==> src/rtl/regfile_wb.sv <==
`default_nettype none
// ============================================================================
//  Module      : regfile_wb
//  Description : Eight-entry register file with a three-state issue/execute/
//                write-back sequencer. Operand registers are presented to an
//                external ALU on A/B; the ALU result F and its flags are
//                buffered at the end of EXEC and retired in WB.
//  Revision    : 1.0 - initial release
// ----------------------------------------------------------------------------
//  Ports
//    clk, rst            : clock, synchronous active-high reset
//    issue_valid/ready   : operation handshake (ready only in IDLE)
//    ra/rb/rd_addr       : source A, source B, destination register index
//    wr_req, flag_req    : operation writes rd / updates status
//    A, B                : operands to the ALU
//    F, N, Z, C, V, D    : ALU result and flags
//    status              : registered flags {D,V,C,Z,N}
//    done                : one-cycle retire pulse (high throughout WB)
//  Configuration
//    R0_ZERO_EN          : when defined, R0 reads as zero and ignores writes
// ============================================================================
module regfile_wb #(
    parameter int BUS_WIDTH = 8,
    parameter int MSB       = BUS_WIDTH - 1
) (
    input  logic         clk,
    input  logic         rst,
    input  logic         issue_valid,
    output logic         issue_ready,
    input  logic [2:0]   ra_addr,
    input  logic [2:0]   rb_addr,
    input  logic [2:0]   rd_addr,
    input  logic         wr_req,
    input  logic         flag_req,
    output logic [MSB:0] A,
    output logic [MSB:0] B,
    input  logic [MSB:0] F,
    input  logic         N,
    input  logic         Z,
    input  logic         C,
    input  logic         V,
    input  logic         D,
    output logic [4:0]   status,
    output logic         done
);

    localparam logic [1:0] c_IDLE = 2'd0;
    localparam logic [1:0] c_EXEC = 2'd1;
    localparam logic [1:0] c_WB   = 2'd2;

    logic [1:0]   r_state;
    logic [1:0]   w_state_nx;

    logic [MSB:0] r_regs [0:7];
    logic [2:0]   r_ra;
    logic [2:0]   r_rb;
    logic [2:0]   r_rd;
    logic         r_wr;
    logic         r_flag;
    logic [MSB:0] r_f_buf;
    logic [4:0]   r_flags_buf;
    logic [4:0]   r_status;
    logic         w_wr_ok;

    // ------------------------------------------------------------------
    // FSM: state register
    // ------------------------------------------------------------------
    always_ff @(posedge clk) begin
        if (rst) begin
            r_state <= c_IDLE;
        end else begin
            r_state <= w_state_nx;
        end
    end

    // ------------------------------------------------------------------
    // FSM: next-state logic
    // ------------------------------------------------------------------
    always_comb begin
        w_state_nx = r_state;
        case (r_state)
            c_IDLE:  if (issue_valid) w_state_nx = c_EXEC;
            c_EXEC:  w_state_nx = c_WB;
            c_WB:    w_state_nx = c_IDLE;
            default: w_state_nx = c_IDLE;
        endcase
    end

    // ------------------------------------------------------------------
    // FSM: outputs
    // ------------------------------------------------------------------
    always_comb begin
        issue_ready = 1'b0;
        done        = 1'b0;
        case (r_state)
            c_IDLE:  issue_ready = 1'b1;
            c_WB:    done        = 1'b1;
            default: ;
        endcase
    end

    // ------------------------------------------------------------------
    // R0 handling
    // ------------------------------------------------------------------
`ifdef R0_ZERO_EN
    assign w_wr_ok = (r_rd != 3'd0);
    assign A       = (r_ra == 3'd0) ? '0 : r_regs[r_ra];
    assign B       = (r_rb == 3'd0) ? '0 : r_regs[r_rb];
`else
    assign w_wr_ok = 1'b1;
    assign A       = r_regs[r_ra];
    assign B       = r_regs[r_rb];
`endif

    assign status = r_status;

    // ------------------------------------------------------------------
    // Datapath: operation latch, result buffer, register file, status.
    // Operand addresses stay latched after retire so A/B remain stable
    // until the next handshake.
    // ------------------------------------------------------------------
    always_ff @(posedge clk) begin
        if (rst) begin
            for (int i = 0; i < 8; i++) begin
                r_regs[i] <= '0;
            end
            r_ra        <= 3'd0;
            r_rb        <= 3'd0;
            r_rd        <= 3'd0;
            r_wr        <= 1'b0;
            r_flag      <= 1'b0;
            r_f_buf     <= '0;
            r_flags_buf <= 5'd0;
            r_status    <= 5'd0;
        end else begin
            case (r_state)
                c_IDLE: begin
                    if (issue_valid) begin
                        r_ra   <= ra_addr;
                        r_rb   <= rb_addr;
                        r_rd   <= rd_addr;
                        r_wr   <= wr_req;
                        r_flag <= flag_req;
                    end
                end
                c_EXEC: begin
                    r_f_buf     <= F;
                    r_flags_buf <= {D, V, C, Z, N};
                end
                c_WB: begin
                    if (r_wr && w_wr_ok) begin
                        r_regs[r_rd] <= r_f_buf;
                    end
                    if (r_flag) begin
                        r_status <= r_flags_buf;
                    end
                end
                default: ;
            endcase
        end
    end

endmodule
`default_nettype wire

==> config.mk <==
export PLATFORM = sky130hd
export DESIGN_NAME = regfile_wb
export DESIGN_NICKNAME = d
export VERILOG_FILES = /design/src/rtl/regfile_wb.sv
export SDC_FILE = /design/constraint.sdc
export NUM_CORES = 1
export LEC_CHECK = 0
export CAP_MARGIN = 20
export CORE_ASPECT_RATIO = 0.75
export CORE_MARGIN = 2
export CORE_UTILIZATION = 45
export CTS_BUF_LIST = sky130_fd_sc_hd__clkbuf_16
export CTS_CLUSTER_DIAMETER = 50
export DETAILED_ROUTE_END_ITERATION = 8
export GPL_TIMING_DRIVEN = 0
export PLACE_DENSITY_LB_ADDON = 0.05
export SETUP_SLACK_MARGIN = 0.5
export SLEW_MARGIN = 20
export SYNTH_ARGS = -nofsm -noshare
export SYNTH_HDL_FRONTEND = slang
export SYNTH_SLANG_ARGS = --single-unit
==> constraint.sdc <==
create_clock -name clk -period 3.5 [get_ports clk]
set_clock_uncertainty 0.1 [all_clocks]
set_input_delay 0.7 -clock clk [delete_from_list [all_inputs] [get_ports clk]]
set_output_delay 0.7 -clock clk [all_outputs]
set_load 0.01 [all_outputs]
## Word-level counts from Yosys, hierarchy flattened

Memory sizes are Yosys's and may differ from the RTL's. A register that Yosys moved wholly into a read port is not among the register bits.
Index checks and enable logic that the tools add are counted.

| operators by class | value |
|---|---|
| muxes and demuxes | 17 |
| reductions and logical operators | 4 |
| shifts and indexed selects | 0 |
| magnitude comparators | 0 |
| equal/unequal tests | 3 |
| $add $sub $neg | 0 |
| multipliers | 0 |
| bitwise operators | 0 |
| divide/modulo/power cells | 0 |

Operator list:

| cell | number |
|---|---|
| $mux W3 | 5 |
| $mux W1 | 9 |
| $mux W8 | 1 |
| $reduce_or A8 Y1 | 1 |
| $pmux W2 S2 | 1 |
| $reduce_and A2 Y1 | 2 |
| $eq A2 B1 Y1 const B | 1 |
| $eq A2 B2 Y1 const B | 1 |
| $logic_not A2 Y1 | 1 |
| $mux W2 | 1 |
| $ne A2 B2 Y1 const B | 1 |

| word-level totals | value |
|---|---|
| output and inout port bits | 23 |
| bits in read-only memories | 0 |
| memories kept | 1 |
| RAM bits | 64 |
| bits in latches | 0 |
| input bits | 27 |
| bits in registers | 31 |

Memory list:

| memory | words | width | read ports | clocked after Yosys merged registers in | wr ports | line | text |
|---|---|---|---|---|---|---|---|
| r_regs | 8 | 8 | 2 | 2 | 8 | 54 | `logic [MSB:0] r_regs [0:7];` |

## Longest topological paths before layout

| logic depth | value |
|---|---|
| depth after elaboration | 6 |
| mapped depth | 4 |

## Worst setup path after synthesis

OpenSTA, ideal clock, no wires.

| timing path | value |
|---|---|
| kind | flip-flop to output port |
| from | register (tool-made name) |
| to | output A[0] |
| path buffers | 2 |
| slack | 1277 ps |
| arrival | 1423 ps |
| required time | 2700 ps |
| cell stages (with the launch flop) | 5 |
| cell sequence | dfxtp_1 buf_6 buf_6 mux4_1 mux2_2 |

RTL lines:

| element | line | text |
|---|---|---|
| end, declared | 35 | `output logic [MSB:0] A,` |

==> key figures <==
Logic synthesis
  • Netlist cell types: 26
  • Ys Warns: 0
  • Mapped Avg Cell Area: 14.4 sq um
  • Synth top area share: 40.4%
  • Number of synthesized flops with an enable pin: 64
  • Sequential fraction of the synthesis area: 56.0%
  • Dominant synthesized flop cell: edfxtp_1
  • Asr flop ratio synth: 0%
  • Synth area leaders: edfxtp_1, dfxtp_1, mux4_1, and2_1, mux4_2
  • Flop and latch count out of synthesis: 101
  • Yosys top cell by area: edfxtp_1
  • Cells after Synth: 330
  • Syn_nets: 357
  • Most common library cells after synthesis: and2_1, edfxtp_1, dfxtp_1
  • Synthesized area: 4760 sq um

Floorplanning
  • Site row count: 32
  • Starting density of the core: 46.2%
  • I/O Pins: 50
  • Area of the die: 11400 sq um
  • Die span in y: 93.0 microns
  • Die W: 123 microns
  • Core area: 10300 sq um

Timing
  • Hold slack: 0.361 ns
  • Final WS setup: 0.609 ns
  • Actual slew at the worst max-slew pin: 0.928 ns
  • Max Slew Vio Count: 0
  • Maximum clock frequency: 346 MHz
  • Period utilization: 82.6%
  • Setup violators final: 0
  • RSZ-0062 raised after global routing: false
  • Final hold vios: 0
  • Setup TNS: 0 ns
  • Post-layout min period: 2.89 ns
  • Slew headroom: 37.6%

GRT
  • Grt met1 use: 25.9%
  • Grt met3 use: 4.39%
  • First-pass GRT wire length: 16.3 mm
  • Largest net degree at the start of global routing: 17
  • Busiest grt layer: met2
  • Vias in the first global route: 3000
  • Total track usage: 19.9%
  • Met2 Usage GRT: 32.7%
  • Global route total overflow: 0
  • Initial antenna violation count: 0

Detailed routing
  • TritonRoute pass-1 iters: 4
  • DRC errors left: 0
  • Vias/cell: 5.37
  • First DRT Iteration DRCs: 147
  • Routed wire length: 10.4 mm
  • DRT antenna net count: 0
  • DR vias: 2861
  • WL/cell: 19.5 microns

Critical path
  • Critical Path Stages: 5
  • Cell family with most CP delay: multiplexers
  • Crit end category: output pin
  • Required @ worst endpoint: 2.70 ns
  • Worst Setup Start Kind: flop
  • R2R depth: 4
  • WP data arrival: 2.09 ns
  • Worst Path Buf+Inv: 3
  • Crit path largest cell delay: 0.57 ns
  • Cells along the critical path: buf_6 > buf_12 > mux4_1 > mux2_2 > dlygate4sd2_1
  • Crit path max-delay cell type: mux4_1
  • Crit Path Class: reg2out
  • Worst R2R Setup Slack: 1.15 ns
  • Worst R2R Start: r_state[1]
  • Max FO, Critical Path: 10

Clocking
  • Clk pin slew, worst setup/hold paths: 0.07 ns
  • Num CTS Buffers: 9
  • H-tree Lvls: 3
  • CTS tree: built
  • Root buf cell: clkbuf_16
  • Clock sinks: 101
  • Clk_lat worst skew: 0.34 ns
  • Hold_buf cts: 0
  • Max clock buf depth: 2

Pwr
  • Power density over the cells: 443 nW/um^2
  • Leak: 2.15 nW
  • Design Power: 2.54 mW
  • Max VDD drop: 0.000264 V

Run
  • Max-cap violations: 0

Placed design
  • Setup WS pre-CTS: 0.318 ns
  • Placed cell area: 5420 sq um
  • Port Buffers: 49
  • DP Wirelength: 7.59 mm
  • DP Cell Count: 515
  • RD Place Congestion: 0.779

Cells and area
  • Fraction of layout cells with a size suffix above 1: 19.6%
  • Ant diodes: 0
  • Non-filler cells, final: 533
  • Layout Utilization: 55.7%
  • Post-route design area: 5730 sq um
  • Layout area overhead: 20.6%
  • Final #Nets: 419

Worst hold path
  • Min-delay src: r_flags_buf[1]
  • Hold WC Path Type: reg2reg
  • WHS Path Cells: 2

Outcome
  • Status: complete, no violations
==> state kept, by name (all words and copies together) (netlist names), 2 cells and up, named ones only <==
register     cells
status           5
r_rb             3
r_ra             3
r_regs          64
r_rd             3
r_state          2
r_f_buf          8
r_flags_buf      5
==> where the power goes <==
group,internal [mW],leakage [nW],switching [mW],total [mW]
Sequential,1.31,0.962,0.0352,1.34
Combinational,0.162,1.05,0.129,0.292
Clock,0.478,0.133,0.426,0.903
Total,1.95,2.15,0.590,2.54
==> cells by family after synthesis <==
group,Yosys count,synth area share (%)
buffers and inverters,19,2.29
multiplexers,64,23.6
flip-flops,101,56.0
AND/OR/NAND/NOR,133,16.8
AO/OA/AOI/OAI,13,1.37
==> routing by layer <==
layer / up-vias / routed length (microns)
met4: 0 / 187
li1: 1352 / -
met2: 73 / 5180
met1: 1420 / 4520
met3: 16 / 501
met5: - / 0
==> cells in the final DEF, fill, tap and decap left out <==
cell type        count
nor4_2               1
clkdlybuf4s50_1     33
mux2i_1             16
mux4_2              18
buf_2                1
nor3b_1              1
nor4b_4              2
clkbuf_16            9
buf_1                2
nand4bb_1            1
inv_4                1
nor2b_1              3
nand2b_1             2
clkinv_4             1
mux4_1              14
dfxtp_1             37
and2_1              64
buf_12               4
a21oi_1             13
buf_6                2
clkbuf_1             6
nor3_2               4
clkinvlp_4           2
or2_2                8
nand3b_1             1
nor4_4               1
clkbuf_4             2
inv_2                2
nand2_1             27
mux2_2              16
buf_4                3
inv_1                1
edfxtp_1            64
dlymetal6s2s_1       2
nor2_1              18
dlygate4sd2_1       14
clkinv_2             1
==> layout make-up <==
type | count | area (sq um)
clock inverters | 7 | 42.5
multi-input cells | 210 | 1980
flip-flops and latches | 101 | 2660
clock buffers | 9 | 225
inverters | 1 | 3.75
well taps | 136 | 170
repair buffers | 51 | 518
fillers | 831 | 4560
plain buffers | 18 | 135
==> worst reg2reg max path, cell delays in order, from the launching register on <==
cell       delay [ns]
dfxtp_1          0.44
nand4bb_1        0.13
buf_2            0.23
nor4_2           0.72
or2_2            0.42
==> path summary, 6_finish.rpt <==
check / end
min: r_flags_buf[1]
min reg2reg: r_flags_buf[1]
max: B[2]
max reg2reg: r_regs[0][6]
==> what timing repair did <==
action,CTS,global route
buffers inserted,2,0
resized for setup,26,2
setup endpoints to repair,16,2
Note: power is estimated with default switching activity, not from simulation.
